==> src/rtl/alarm_timer.sv <==
// alarm_timer: countdown stage behind the time-parameter register block.
// Selects a programmed delay via `interval`, captures the returned `value`
// (seconds) in LOAD, then counts it down on an internal 1 Hz prescaler and
// pulses `expired` once when the count reaches zero.
module alarm_timer #(
  parameter int unsigned ONE_HZ_DIV = 50000000,
  parameter int unsigned DIV_W      = 26
) (
  input  logic       clock,
  input  logic       reset,
  input  logic       start_timer,
  input  logic [1:0] interval_sel,
  input  logic       cancel,
  input  logic [3:0] value,
  output logic [1:0] interval,
  output logic       expired,
  output logic       busy,
  output logic [3:0] remaining,
  output logic       one_hz_enable
);

  localparam int unsigned SEL_W = 2;
  localparam int unsigned SEC_W = 4;

  // Prescaler value on which the one-second tick fires.
  localparam logic [DIV_W-1:0] DIV_LAST = DIV_W'(ONE_HZ_DIV - 1);

  typedef enum logic [1:0] {
    IDLE  = 2'd0,
    LOAD  = 2'd1,
    COUNT = 2'd2
  } state_e;

  state_e             state_q,     state_d;
  logic [SEL_W-1:0]   interval_q,  interval_d;
  logic [SEC_W-1:0]   remaining_q, remaining_d;
  logic [DIV_W-1:0]   presc_q,     presc_d;
  logic               expired_q,   expired_d;
  logic               busy_q,      busy_d;
  logic               one_hz_q,    one_hz_d;

  // Next-state and next-output logic; start beats cancel, cancel beats counting.
  always_comb begin
    state_d     = state_q;
    interval_d  = interval_q;
    remaining_d = remaining_q;
    presc_d     = presc_q;
    expired_d   = 1'b0;
    one_hz_d    = 1'b0;

    if (start_timer) begin
      // (Re)start from any state; an aborted count never expires.
      interval_d  = interval_sel;
      remaining_d = '0;
      presc_d     = '0;
      state_d     = LOAD;
    end else begin
      unique case (state_q)
        IDLE: begin
          // Hold everything; interval keeps its last selection.
        end

        LOAD: begin
          if (cancel) begin
            state_d     = IDLE;
            remaining_d = '0;
            presc_d     = '0;
          end else if (value != '0) begin
            // Parameter block output is combinational from interval, so valid now.
            remaining_d = value;
            presc_d     = '0;
            state_d     = COUNT;
          end else begin
            // Zero-length delay expires straight out of LOAD.
            expired_d = 1'b1;
            state_d   = IDLE;
          end
        end

        COUNT: begin
          if (cancel) begin
            state_d     = IDLE;
            remaining_d = '0;
            presc_d     = '0;
          end else if (presc_q == DIV_LAST) begin
            presc_d     = '0;
            one_hz_d    = 1'b1;
            remaining_d = remaining_q - SEC_W'(1);
            if (remaining_q == SEC_W'(1)) begin
              expired_d = 1'b1;
              state_d   = IDLE;
            end
          end else begin
            presc_d = presc_q + DIV_W'(1);
          end
        end

        default: begin
          state_d     = IDLE;
          remaining_d = '0;
          presc_d     = '0;
        end
      endcase
    end

    busy_d = (state_d != IDLE);
  end

  // State and output registers with synchronous active-high reset.
  always_ff @(posedge clock) begin
    if (reset) begin
      state_q     <= IDLE;
      interval_q  <= '0;
      remaining_q <= '0;
      presc_q     <= '0;
      expired_q   <= 1'b0;
      busy_q      <= 1'b0;
      one_hz_q    <= 1'b0;
    end else begin
      state_q     <= state_d;
      interval_q  <= interval_d;
      remaining_q <= remaining_d;
      presc_q     <= presc_d;
      expired_q   <= expired_d;
      busy_q      <= busy_d;
      one_hz_q    <= one_hz_d;
    end
  end

  assign interval      = interval_q;
  assign expired       = expired_q;
  assign busy          = busy_q;
  assign remaining     = remaining_q;
  assign one_hz_enable = one_hz_q;

endmodule

==> config.mk <==
export PLATFORM = sky130hd
export DESIGN_NAME = alarm_timer
export DESIGN_NICKNAME = d
export VERILOG_FILES = /design/src/rtl/alarm_timer.sv
export SDC_FILE = /design/constraint.sdc
export NUM_CORES = 1
export LEC_CHECK = 0
export CORE_ASPECT_RATIO = 1.75
export CORE_UTILIZATION = 40
export DETAILED_ROUTE_END_ITERATION = 7
export GPL_TIMING_DRIVEN = 0
export PLACE_DENSITY = 0.57
export SYNTH_ARGS = -nofsm -noshare
export SYNTH_HDL_FRONTEND = slang
export SYNTH_SLANG_ARGS = --single-unit
==> constraint.sdc <==
create_clock -name clock -period 2.4 [get_ports clock]
set_input_delay 0.48 -clock clock [delete_from_list [all_inputs] [get_ports clock]]
set_output_delay 0.48 -clock clock [all_outputs]
set_load 0.1 [all_outputs]
==> summary.md <==
| Metric | Value |
|---|---|
| DP Area | between 2000 and 2500 µm² |
| TritonRoute pass-1 iters | 4 |
| Worst Setup End Kind | primary output |
| Final Cell Area | 2400 µm² |
| Post-Syn Instances | 232 |
| Bufs and invs on worst path | 1 |
| Ys Warns | 0 |
| Static Leakage | 0.782 nW |
| Tmin final | 2.31 ns |
| Slew HR | 34.8% |
| Clock skew | 0.00525 ns |
| R2R Path Start | state_q[1] |
| GR Util met3 | 3.34% |
| Top FF cell, synth | dfxtp_1 |
| Arrival time of the worst setup path | 1.83 ns |
| Sequential share of the synthesized area | 36.1% |
| Synth Cell Area | 2050 µm² |
| Hold depth | 2 |
| Max-cap violations | 0 |
| Final Util | 48.6% |
| Count leader, synth | dfxtp_1 |
| Kind of critical path | flop to primary output |
| Ant diodes | 0 |
| Period Utilization, post-route | 96.2% |
| Setup tns final | 0 ns |
| Core Area | 4930 µm² |
| Startpoint Class | flop |
| DR DRC count | 0 |
| Slowest-stage cell, CP | clkdlybuf4s50_1 |
| Hold Crit Start | presc_q[1] |
| DP HPWL | 3640 µm |
| Final hold vios | 0 |
| Reg2reg end | presc_q[5] |
| Largest fanout on the critical path | 4 |
| Fin worst setup slack | 0.0909 ns |
| Die X | 56.1 µm |
| First-pass GRT wire length | a little under 8000 µm |
| Reg2reg setup slack | around 0.28 ns |
| Worst reg2reg path depth | 9 |
| Hold buffer count at CTS | 0 |
| Clock root buffer | clkbuf_8 |
| Worst Path Required | 1.92 ns |
| Vias/cell | 5.41 |
| EDFF count, synth | 0 |
| Pwr Density | 505 nW/µm² |
| TritonCTS Sinks | 37 |
| CTS tree | yes |
| Final Wtd Congestion | 0.803 |
| Largest net degree at the start of global routing | 11 |
| Die ar. | 5430 µm² |
| Pre-CTS setup slack | -0.120 ns |
| NumNets Final | between 200 and 300 |
| Total number of vias | 1684 |
| VDD IR max | 0.422 mV |
| GRT met1 Usage | around 18% |
| Layout cells sized above 1 | 15.2% |
| Wirelength per Cell | 15.2 µm |
| Slowest stage delay, CP | 1.15 ns |
| Flops & latches, synth | 37 |
| Row cnt | 34 |
| # setup viols final | 0 |
| H-Tree Depth | 2 |
| Io pins | 19 |
| Total track usage | 18.6% |
| Worst Tran Pin Value | 0.974 ns |
| Dominant cell type by area after synthesis | dfxtp_1 |
| Cell family with most CP delay | buffers and inverters |
| Antenna violations before repair | 0 |
| Hold Crit Class | flop to flop |
| Layout area overhead | 16.8% |
| Asr flop ratio synth | 0% |
| Synth top area cells | dfxtp_1 36%, xnor2_1 9.4%, nor2_2 4.9% |
| Detail Route Antenna Nets | 0 |
| # port buffers | 18 |
| M2 GR Usage | 36.2% |
| Longest Clk Path Bufs | 2 |
| Syn_nets | approximately 250 |
| Status | finished, final reports clean |
| Starting density of the core | 41.6% |
| Initial DRC Count | 31 |
| Gr busiest metal | met2 |
| Clock Pin Slew Worst Setup and Hold Paths | 0.07 ns |
| Cts bufs inserted | 5 |
| F_max | 0.433 GHz |
| Synth top area share | 36.1% |
| Unrepaired setup endpoints after global routing | false |
| Synth unique cells | 43 |
| Gr ovfl total | 0 |
| Die height | slightly below 100 µm |
| Worst hold endpoint | presc_q[1] |
| Synth cell count leaders | 37 x dfxtp_1, 23 x nand2_1, 22 x xnor2_1 |
| Routed wire length | 4720 µm |
| Fillcell total | 490 |
| Worst-Skew Late Latency | 0.29 ns |
| Slew Limit Fails | 0 |
| Avg Synthesized Cell Area | 8.84 µm² |
| Post-CTS Repair Setup Buffers | 0 |
| Worst path cell trace | clkdlybuf4s50_1 |
| Via count of the first global-routing pass | 1719 |
-- cell type report --
type,count,area (µm²),share of cell area [%]
clock buffer,7,86.3,3.60
sequential,37,741,30.9
buffer,7,66.3,2.77
tap,54,67.6,2.82
timing repair buffer,18,179,7.47
inverter,10,37.5,1.57
multi-input combinational,178,1220,50.9
-- worst max-delay path by stage --
stage / start / endpoint / cells past startpoint
after detailed placement: value[0] / presc_q[5] / 8
final: remaining[0] / remaining[0] / 1
after CTS: remaining[1] / remaining[1] / 1
after global placement: value[0] / presc_q[6] / 8
after global routing: remaining[1] / remaining[1] / 1
after floorplan: remaining[0] / busy / 6
-- routing by layer --
layer / vias to the layer above / share of wire (%)
li1: 852 / -
met5: - / 0
met1: 791 / 38
met4: 0 / 2.1
met3: 9 / 2.5
met2: 32 / 57
-- logic make-up after synthesis --
group | share of synthesized area (%)
AOI/OAI and AO/OA | 6.53
xor gates and xnor gates | 11.5
adders and majority gates | 4.27
buffers and inverters | 5.06
DFF | 36.1
muxes | 1.95
and+or+nand+nor | 34.5
-- timing repair --
action | 4_1_cts | 5_1_grt
pin swaps | 0 | 0
resized for setup | 1 | 2
setup endpoints to repair | 1 | 2
-- where the power goes --
part,total [mW],leakage [nW],switching [mW],internal (mW)
clock,0.446,0.0443,0.218,0.228
combinational,0.139,0.438,0.0913,0.0475
sequential,0.626,0.299,0.00529,0.621
total,1.21,0.782,0.315,0.896
-- flip-flops by register name, summed over array words and instances (netlist names) --
name	flops
interval	2
state_q	2
presc_q	26
one_hz_enable	1
busy	1
expired	1
remaining	4
-- cells in the final DEF (no fill, tap or decap), types with 2 or more instances in the layout --
| master | instances |
|---|---|
| a21oi_1 | 2 |
| and3_1 | 2 |
| and4_1 | 5 |
| and4_2 | 2 |
| buf_2 | 2 |
| buf_4 | 2 |
| buf_8 | 2 |
| clkbuf_8 | 6 |
| clkdlybuf4s50_1 | 17 |
| dfxtp_1 | 37 |
| ha_1 | 7 |
| inv_1 | 10 |
| mux2i_1 | 4 |
| nand2_1 | 23 |
| nand2b_1 | 2 |
| nand3_1 | 11 |
| nand4_1 | 8 |
| nand4_4 | 2 |
| nor2_1 | 20 |
| nor2_2 | 16 |
| nor2b_1 | 2 |
| nor3_1 | 12 |
| nor4_1 | 8 |
| nor4b_1 | 4 |
| o21ai_0 | 3 |
| xnor2_1 | 22 |
| xor2_1 | 5 |
-- stage by stage --
| step | power [mW] | hold WS (ns) | std cells |
|---|---|---|---|
| finish | 1.21 | 0.502 | 311 |
| global route | 1.26 | 0.529 | 311 |
| CTS | 1.23 | 0.503 | 311 |
| detailed placement | 0.778 | 0.493 | 304 |
| global placement | 0.778 | 0.481 | 304 |
| floorplan | 0.731 | 0.462 | 232 |
Note: power is estimated with default switching activity, not from simulation.
